## config.mk

```make
export PLATFORM = sky130hd
export DESIGN_NAME = pb_scan_ctrl
export DESIGN_NICKNAME = d
export VERILOG_FILES = /design/src/rtl/pb_scan_ctrl.sv
export SDC_FILE = /design/constraint.sdc
export NUM_CORES = 1
export LEC_CHECK = 0
export CAP_MARGIN = 20
export CORE_ASPECT_RATIO = 1.75
export CORE_UTILIZATION = 45
export DETAILED_ROUTE_END_ITERATION = 8
export SLEW_MARGIN = 20
export SYNTH_ARGS = -nofsm -noshare
export SYNTH_HDL_FRONTEND = slang
export SYNTH_SLANG_ARGS = --single-unit
```

## constraint.sdc

```tcl
create_clock -name Clk_100MHz -period 3 [get_ports Clk_100MHz]
set_input_delay 0.3 -clock Clk_100MHz [delete_from_list [all_inputs] [get_ports Clk_100MHz]]
set_output_delay 0.3 -clock Clk_100MHz [all_outputs]
set_load 0.005 [all_outputs]
```

## src/rtl/pb_scan_ctrl.sv

```systemverilog
// pb_scan_ctrl: scans NUM_PB push-buttons at roughly 220 Hz and debounces them
// with a 3-sample shift register. Each press raises a sticky request, and the
// requests are handed out one at a time, lowest index first, over a valid/ack
// handshake.
// Optional feature: define PB_AUTOREPEAT_EN to make a held button re-fire after
// RPT_DELAY ticks and then every RPT_RATE ticks.
module pb_scan_ctrl #(
  parameter int CLK_DIV   = 454545,
  parameter int NUM_PB    = 4,
  parameter int RPT_DELAY = 110,
  parameter int RPT_RATE  = 22,
  localparam int ID_W     = (NUM_PB > 1) ? $clog2(NUM_PB) : 1
) (
  input  logic              Clk_100MHz,
  input  logic              reset,
  input  logic [NUM_PB-1:0] pb_in,
  input  logic              cmd_ack,
  output logic              cmd_valid,
  output logic [ID_W-1:0]   cmd_id,
  output logic [NUM_PB-1:0] pb_level,
  output logic              scan_tick,
  output logic              cmd_lost
);

  localparam int TICK_W = (CLK_DIV > 1) ? $clog2(CLK_DIV) : 1;
  localparam logic [TICK_W-1:0] TICK_LAST = TICK_W'(CLK_DIV - 1);
  localparam logic [NUM_PB-1:0] PB_ONE    = NUM_PB'(1);

  typedef enum logic [0:0] {
    IDLE,
    ISSUE
  } state_t;

  state_t            state;
  state_t            state_nxt;
  logic [TICK_W-1:0] tick_cnt;
  logic [NUM_PB-1:0] s1;
  logic [NUM_PB-1:0] s2;
  logic [NUM_PB-1:0] s3;
  logic [NUM_PB-1:0] press_evt;
  logic [NUM_PB-1:0] rpt_evt;
  logic [NUM_PB-1:0] any_evt;
  logic [NUM_PB-1:0] pending;
  logic [NUM_PB-1:0] clr_mask;
  logic [ID_W-1:0]   low_idx;
  logic              load_id;

  // The strobe is decoded from the divider so it lines up exactly with the wrap.
  assign scan_tick = (tick_cnt == TICK_LAST);

  // Free-running scan divider, wrapping after CLK_DIV cycles.
  always_ff @(posedge Clk_100MHz) begin
    if (reset) begin
      tick_cnt <= '0;
    end else if (scan_tick) begin
      tick_cnt <= '0;
    end else begin
      tick_cnt <= tick_cnt + TICK_W'(1);
    end
  end

  // Sample the raw buttons only on scan ticks; the stages hold in between.
  always_ff @(posedge Clk_100MHz) begin
    if (reset) begin
      s1 <= '0;
      s2 <= '0;
      s3 <= '0;
    end else if (scan_tick) begin
      s1 <= pb_in;
      s2 <= s1;
      s3 <= s2;
    end
  end

  // A press is two consecutive high samples after a low one, seen at the tick.
  assign press_evt = {NUM_PB{scan_tick}} & s1 & s2 & ~s3;
  assign pb_level  = s1 & s2;

`ifdef PB_AUTOREPEAT_EN
  localparam int RPT_MAX = (RPT_DELAY > RPT_RATE) ? RPT_DELAY : RPT_RATE;
  localparam int RPT_W   = $clog2(RPT_MAX + 1);
  localparam logic [RPT_W-1:0] DELAY_M1 = RPT_W'(RPT_DELAY - 1);
  localparam logic [RPT_W-1:0] RATE_M1  = RPT_W'(RPT_RATE - 1);

  logic [RPT_W-1:0]  rpt_cnt [NUM_PB];
  logic [NUM_PB-1:0] rpt_phase;

  // A repeat fires on the tick that completes the current interval: the long
  // first delay until the first repeat, the short rate afterwards.
  always_comb begin
    rpt_evt = '0;
    for (int i = 0; i < NUM_PB; i++) begin
      rpt_evt[i] = scan_tick && pb_level[i] &&
                   (rpt_cnt[i] == (rpt_phase[i] ? RATE_M1 : DELAY_M1));
    end
  end

  // Per-button held-tick counters; released buttons restart from the long delay.
  always_ff @(posedge Clk_100MHz) begin
    if (reset) begin
      for (int i = 0; i < NUM_PB; i++) begin
        rpt_cnt[i] <= '0;
      end
      rpt_phase <= '0;
    end else begin
      for (int i = 0; i < NUM_PB; i++) begin
        if (!pb_level[i]) begin
          rpt_cnt[i]   <= '0;
          rpt_phase[i] <= 1'b0;
        end else if (scan_tick) begin
          if (rpt_evt[i]) begin
            rpt_cnt[i]   <= '0;
            rpt_phase[i] <= 1'b1;
          end else begin
            rpt_cnt[i] <= rpt_cnt[i] + RPT_W'(1);
          end
        end
      end
    end
  end
`else
  // Auto-repeat is compiled out, so a held button fires once per press. The
  // expression is constant zero for every legal (>= 1) repeat setting.
  assign rpt_evt = {NUM_PB{(RPT_DELAY < 1) && (RPT_RATE < 1)}};
`endif

  assign any_evt = press_evt | rpt_evt;

  // Fixed priority: the lowest pending index is the next one presented.
  always_comb begin
    low_idx = '0;
    for (int i = NUM_PB - 1; i >= 0; i--) begin
      if (pending[i]) begin
        low_idx = ID_W'(i);
      end
    end
  end

  // Sticky requests: a new event beats a same-cycle acknowledge, and an event
  // landing on a request that is still waiting is merged and flagged as lost.
  always_ff @(posedge Clk_100MHz) begin
    if (reset) begin
      pending  <= '0;
      cmd_lost <= 1'b0;
    end else begin
      pending  <= (pending & ~clr_mask) | any_evt;
      cmd_lost <= |(any_evt & pending & ~clr_mask);
    end
  end

  // The presented index is captured when leaving IDLE and frozen during ISSUE.
  always_ff @(posedge Clk_100MHz) begin
    if (reset) begin
      cmd_id <= '0;
    end else if (load_id) begin
      cmd_id <= low_idx;
    end
  end

  // Handshake FSM state register.
  always_ff @(posedge Clk_100MHz) begin
    if (reset) begin
      state <= IDLE;
    end else begin
      state <= state_nxt;
    end
  end

  // Handshake FSM: always passing back through IDLE gives a gap between commands.
  always_comb begin
    state_nxt = state;
    cmd_valid = 1'b0;
    load_id   = 1'b0;
    clr_mask  = '0;
    case (state)
      IDLE: begin
        if (|pending) begin
          load_id   = 1'b1;
          state_nxt = ISSUE;
        end
      end
      ISSUE: begin
        cmd_valid = 1'b1;
        if (cmd_ack) begin
          clr_mask  = PB_ONE << cmd_id;
          state_nxt = IDLE;
        end
      end
      default: state_nxt = IDLE;
    endcase
  end

endmodule

```

=== Word level (Yosys, flattened, before mapping) ===
Index checks and enable logic that the tools add are counted.
Widths: inputs -> output; s select.

* Register bits: 39
* Input port bits: 7
* Output and inout port bits: 9
* Logic and storage cells: 36

* Add/sub/neg operators: 1
* Equal/unequal tests: 1
* Shift operators: 1
* Muxes and demuxes: 11
* Bitwise operators: 11
* Reduce and logical (&&, ||, !) cells: 3

{| class="wikitable"
|+ Operator list
! cell !! count
|-
| $and 4x4->4 || 7
|-
| $add 19x1->19 const B || 1
|-
| $eq 19x19->1 const B || 1
|-
| $mux 2 || 4
|-
| $mux 4 || 2
|-
| $not 4->4 || 2
|-
| $reduce_or 4->1 || 2
|-
| $mux 1 || 4
|-
| $or 4x4->4 || 1
|-
| $shl 1x2->4 const A || 1
|-
| $pmux 1 s2 || 1
|-
| $reduce_or 2->1 || 1
|-
| $not 1->1 || 1
|}

=== Logic depth before layout (Yosys ltp) ===
* Word-level depth: 7
* Depth in mapped cells: 8
* Gate-level depth less buffers: 6

=== Worst setup path before layout ===
No wires, ideal clock.

* Kind: reg-to-reg
* Start point: register tick_cnt[0]
* End point: register tick_cnt[1]
* Library setup time: 116 ps
* Data arrival time: 2,091 ps
* Data required time: 2,884 ps
* Setup slack: 793 ps
* Cell stages (with the launch flop): 9
* Buffers on the path: 2
* Period minus slack after synthesis: 2,207 ps
* Cell sequence: dfxtp_1 -> inv_1 -> ha_1 -> or4b_1 -> or4_4 -> or2_1 -> buf_6 -> buf_6 -> and3_1

* Longest elaborated chain between the ends: 2
* Elaborated cells on any way between the ends: 3
* Classes of those cells: add/sub: 1; eq/ne: 1; reduce/logical: 1

{| class="wikitable"
|+ Ends and longest elaborated chain
! item !! line !! RTL
|-
| start: declaration || 36 || <nowiki>logic [TICK_W-1:0] tick_cnt;</nowiki>
|-
| start signal: assignment || 58 || <nowiki>tick_cnt <= tick_cnt + TICK_W'(1);</nowiki>
|-
| parallel branches: the longest is 2 deep, another holds $add 19x1->19 || -- ||
|}

Several ways; the timed one is not identified.
A chain may end at the register's enable or synchronous reset.

=== Worst setup path in the final report ===
* Start point: register tick_cnt[3]
* End point: output scan_tick

* Longest elaborated chain between the ends: 1

{| class="wikitable"
|+ Ends and longest elaborated chain
! item !! line !! RTL
|-
| $eq 19x19->1 || 49 || <nowiki>assign scan_tick = (tick_cnt == TICK_LAST);</nowiki>
|-
| end: declaration || 21 || <nowiki>output logic scan_tick,</nowiki>
|}

Every way passes these cells.

==> flow_summary_export.csv <==
group,metric,value,unit
timing,finalSetupTns,0,ns
synth,yosys.area.top_type,"dfxtp_1",
placed_design,port_buffers,15,
timing,clock.fmax,0.382,GHz
timing,tightest_slew,0.737,ns
clock_tree,htreeDepth,2,
finish,area_growth,13.7,%
routing,drcViolationCount,0,
routing,drtIter0Drc,36,
setup_path,arrival,2.31,ns
synth,yosys.area.top_type_share,43.1,%
synth,synth-edff-count,0,
timing,maxSlewHeadroom,50.8,%
clock_tree,cts_setup_buffers,0,
timing,skew,0.00649,ns
clock_tree,cts_tree,"yes",
timing,hold_violations,0,
synth,synth_cells,204,
clock_tree,cts_resized,0,
grt,grt_max_degree,25,
synth,synthArstFlopShare,0,%
routing,antenna_left,0,
clock_tree,cts_buffer_depth,2,
floorplan,fp.dieW,50.0,um
grt,grt_first_pass_wirelength,6530,um
synth,synth_fa_ha_area_share,1.38,%
flow_run,maxCapViolCount,0,
setup_path,start_kind,"flip-flop",
synth,synth-main-ff-cell,"dfxtp_1",
synth,synth_area_leaders,"dfxtp_1 (43%), xnor2_1 (6.3%), nor2_1 (4.8%)",
outcome,status,"finished clean",
routing,drt-total-wl,3940,um
setup_path,critical_path.top_delay_family,"simple AND/OR/NAND/NOR gates",
synth,yosysWarningCount,0,
setup_path,critPathKind,"flip-flop to output pin",
floorplan,core-area,0.00387,sq mm
setup_path,crit_slowest_cell,"or4b_1",
setup_path,rrSetupSlack,0.52,ns
clock_tree,clockRootBuffer,"clkbuf_8",
finish,antenna_cells_inserted,0,
synth,syn_nets,213,
synth,synth-compound-area-share,11.7,%
clock_tree,cts.sinks,39,
synth,synth_area_per_cell,8.88,sq um
timing,slew_viol_final,0,
setup_path,worstPathMaxFanout,7,
floorplan,die_y,85.9,um
grt,overflow,0,
timing,setup_viol,0,
routing,routedWlPerCell,14.7,um
floorplan,start_util,46.9,%
pwr,leakagePower,0.748,nW
finish,layout_commonest_cell,"dfxtp_1",
timing,period_needed,2.61,ns
setup_path,worst-path-stages,4,
worst_hold_path,hp-class,"flip-flop to flip-flop",
synth,ys_types,44,
clock_tree,numCtsBuffers,5,
timing,period_share,87.2,%
setup_path,cp_slowest_stage_delay,0.51,ns
floorplan,rows,30,
routing,vias,1502,
grt,grtUsageTotal,20.6,%
timing,grt_setup_unrepaired,"no",
clock_tree,hold_buffers,0,
routing,first_pass_iters,4,
pwr,irDropWorstVdd,0.248,mV
floorplan,fp.dieArea,0.00429,sq mm
placed_design,gp_congestion,0.847,
placed_design,dpl.hpwl,2930,um
floorplan,design.portCount,16,
synth,yosys.area_share.simple,26.7,%
routing,via_per_inst,5.63,
setup_path,endpoint_kind,"output pin",
grt,grt_pass1_vias,1481,
setup_path,path_cells,"or4b_1 > or4_1 > nor2_1 > clkdlybuf4s50_1",
setup_path,required,2.70,ns
setup_path,crit_buf_inv,1,
grt,antenna_found_initial,0,
finish,drive_gt1_share,7.76,%
pwr,p_per_area,434,mW/mm^2
synth,muxShareOfSynthArea,4.42,%
worst_hold_path,whs_path_depth,1,
setup_path,r2r_cells,6,
clock_tree,cts.clk_slew.worst_paths,0.07,ns
synth,synth_top_family_by_area,"simple AND/OR/NAND/NOR gates",
synth,ys_ff_latch,39,
synth,yosysSeqAreaShare,43.1,%
synth,synth_xor_area_share,7.25,%
synth,netlist_area,0.00181,sq mm
finish,nets,227,
finish,fin_util,53.3,%
clock_tree,clk_latency,0.30,ns
finish,mostFrequentLayoutCells,"dfxtp_1 (39), nor2_1 (23), nand2_1 (22), clkdlybuf4s50_1 (15), xnor2_1 (13)",
==> worst paths after layout <==
kind,from,end
max,tick_cnt[3]$_SDFF_PP0_,scan_tick
max reg2reg,tick_cnt[0]$_SDFF_PP0_,pending[2]$_SDFF_PP0_
min,tick_cnt[0]$_SDFF_PP0_,tick_cnt[0]$_SDFF_PP0_
min reg2reg,tick_cnt[0]$_SDFF_PP0_,tick_cnt[0]$_SDFF_PP0_
==> power breakdown <==
part / total, mW / internal, mW / switching [mW]
Combinational: 0.0300 / 0.0135 / 0.0165
Clock: 0.339 / 0.163 / 0.176
Sequential: 0.525 / 0.521 / 0.00409
Total: 0.893 / 0.697 / 0.196
==> layer usage <==
layer | up-vias | track usage, % | wire length, um
met5 | - | 0 | 0
met3 | 7 | 4.96 | 115
met2 | 25 | 40.2 | 2220
met4 | 0 | 10.4 | 78
li1 | 746 | - | -
met1 | 724 | 18.8 | 1520
==> state kept, by name, summed over array words and instances, names as in the netlist <==
signal / cells
cmd_id: 2
tick_cnt: 19
s1: 4
s2: 4
s3: 4
pending: 4
state: 1
cmd_lost: 1
==> cells in the mapped netlist (all sizes together), types with 5 or more instances <==
cell type and number:
inv 13, xnor2 13, nor3 8, nand3 7, a21oi 5, mux2i 8, nand2 22, clkbuf 5
dfxtp 39, nor4 6, nor2 23, nand4 5
==> final cells by class <==
class / instances / area [sq um]
fill: 367 / 1810
multi-input combinational: 143 / 932
sequential: 39 / 781
timing repair buffer: 16 / 158
clock buffer: 7 / 76.3
tap: 48 / 60.1
inverter: 13 / 48.8
clock inverter: 1 / 5.00
==> kinds of logic after synthesis <==
| kind of cell | Yosys count |
|---|---|
| flops | 39 |
| mux | 8 |
| simple gates | 93 |
| xor+xnor | 15 |
| compound gates | 25 |
| buf+inv | 22 |
| fa+ha+maj | 2 |
==> metrics by stage <==
stage | instances | hold WS, ns | cell area (sq um) | setup slack, ns | power, mW
floorplan | 204 | 0.369 | 1810 | 0.793 | 0.553
global placement | 259 | 0.441 | 1980 | 0.615 | 0.566
detailed placement | 259 | 0.464 | 1980 | 0.542 | 0.566
CTS | 267 | 0.481 | 2060 | 0.387 | 0.902
global route | 267 | 0.503 | 2060 | 0.266 | 0.929
finish | 267 | 0.475 | 2060 | 0.385 | 0.893
(Power assumes the default switching activity.)
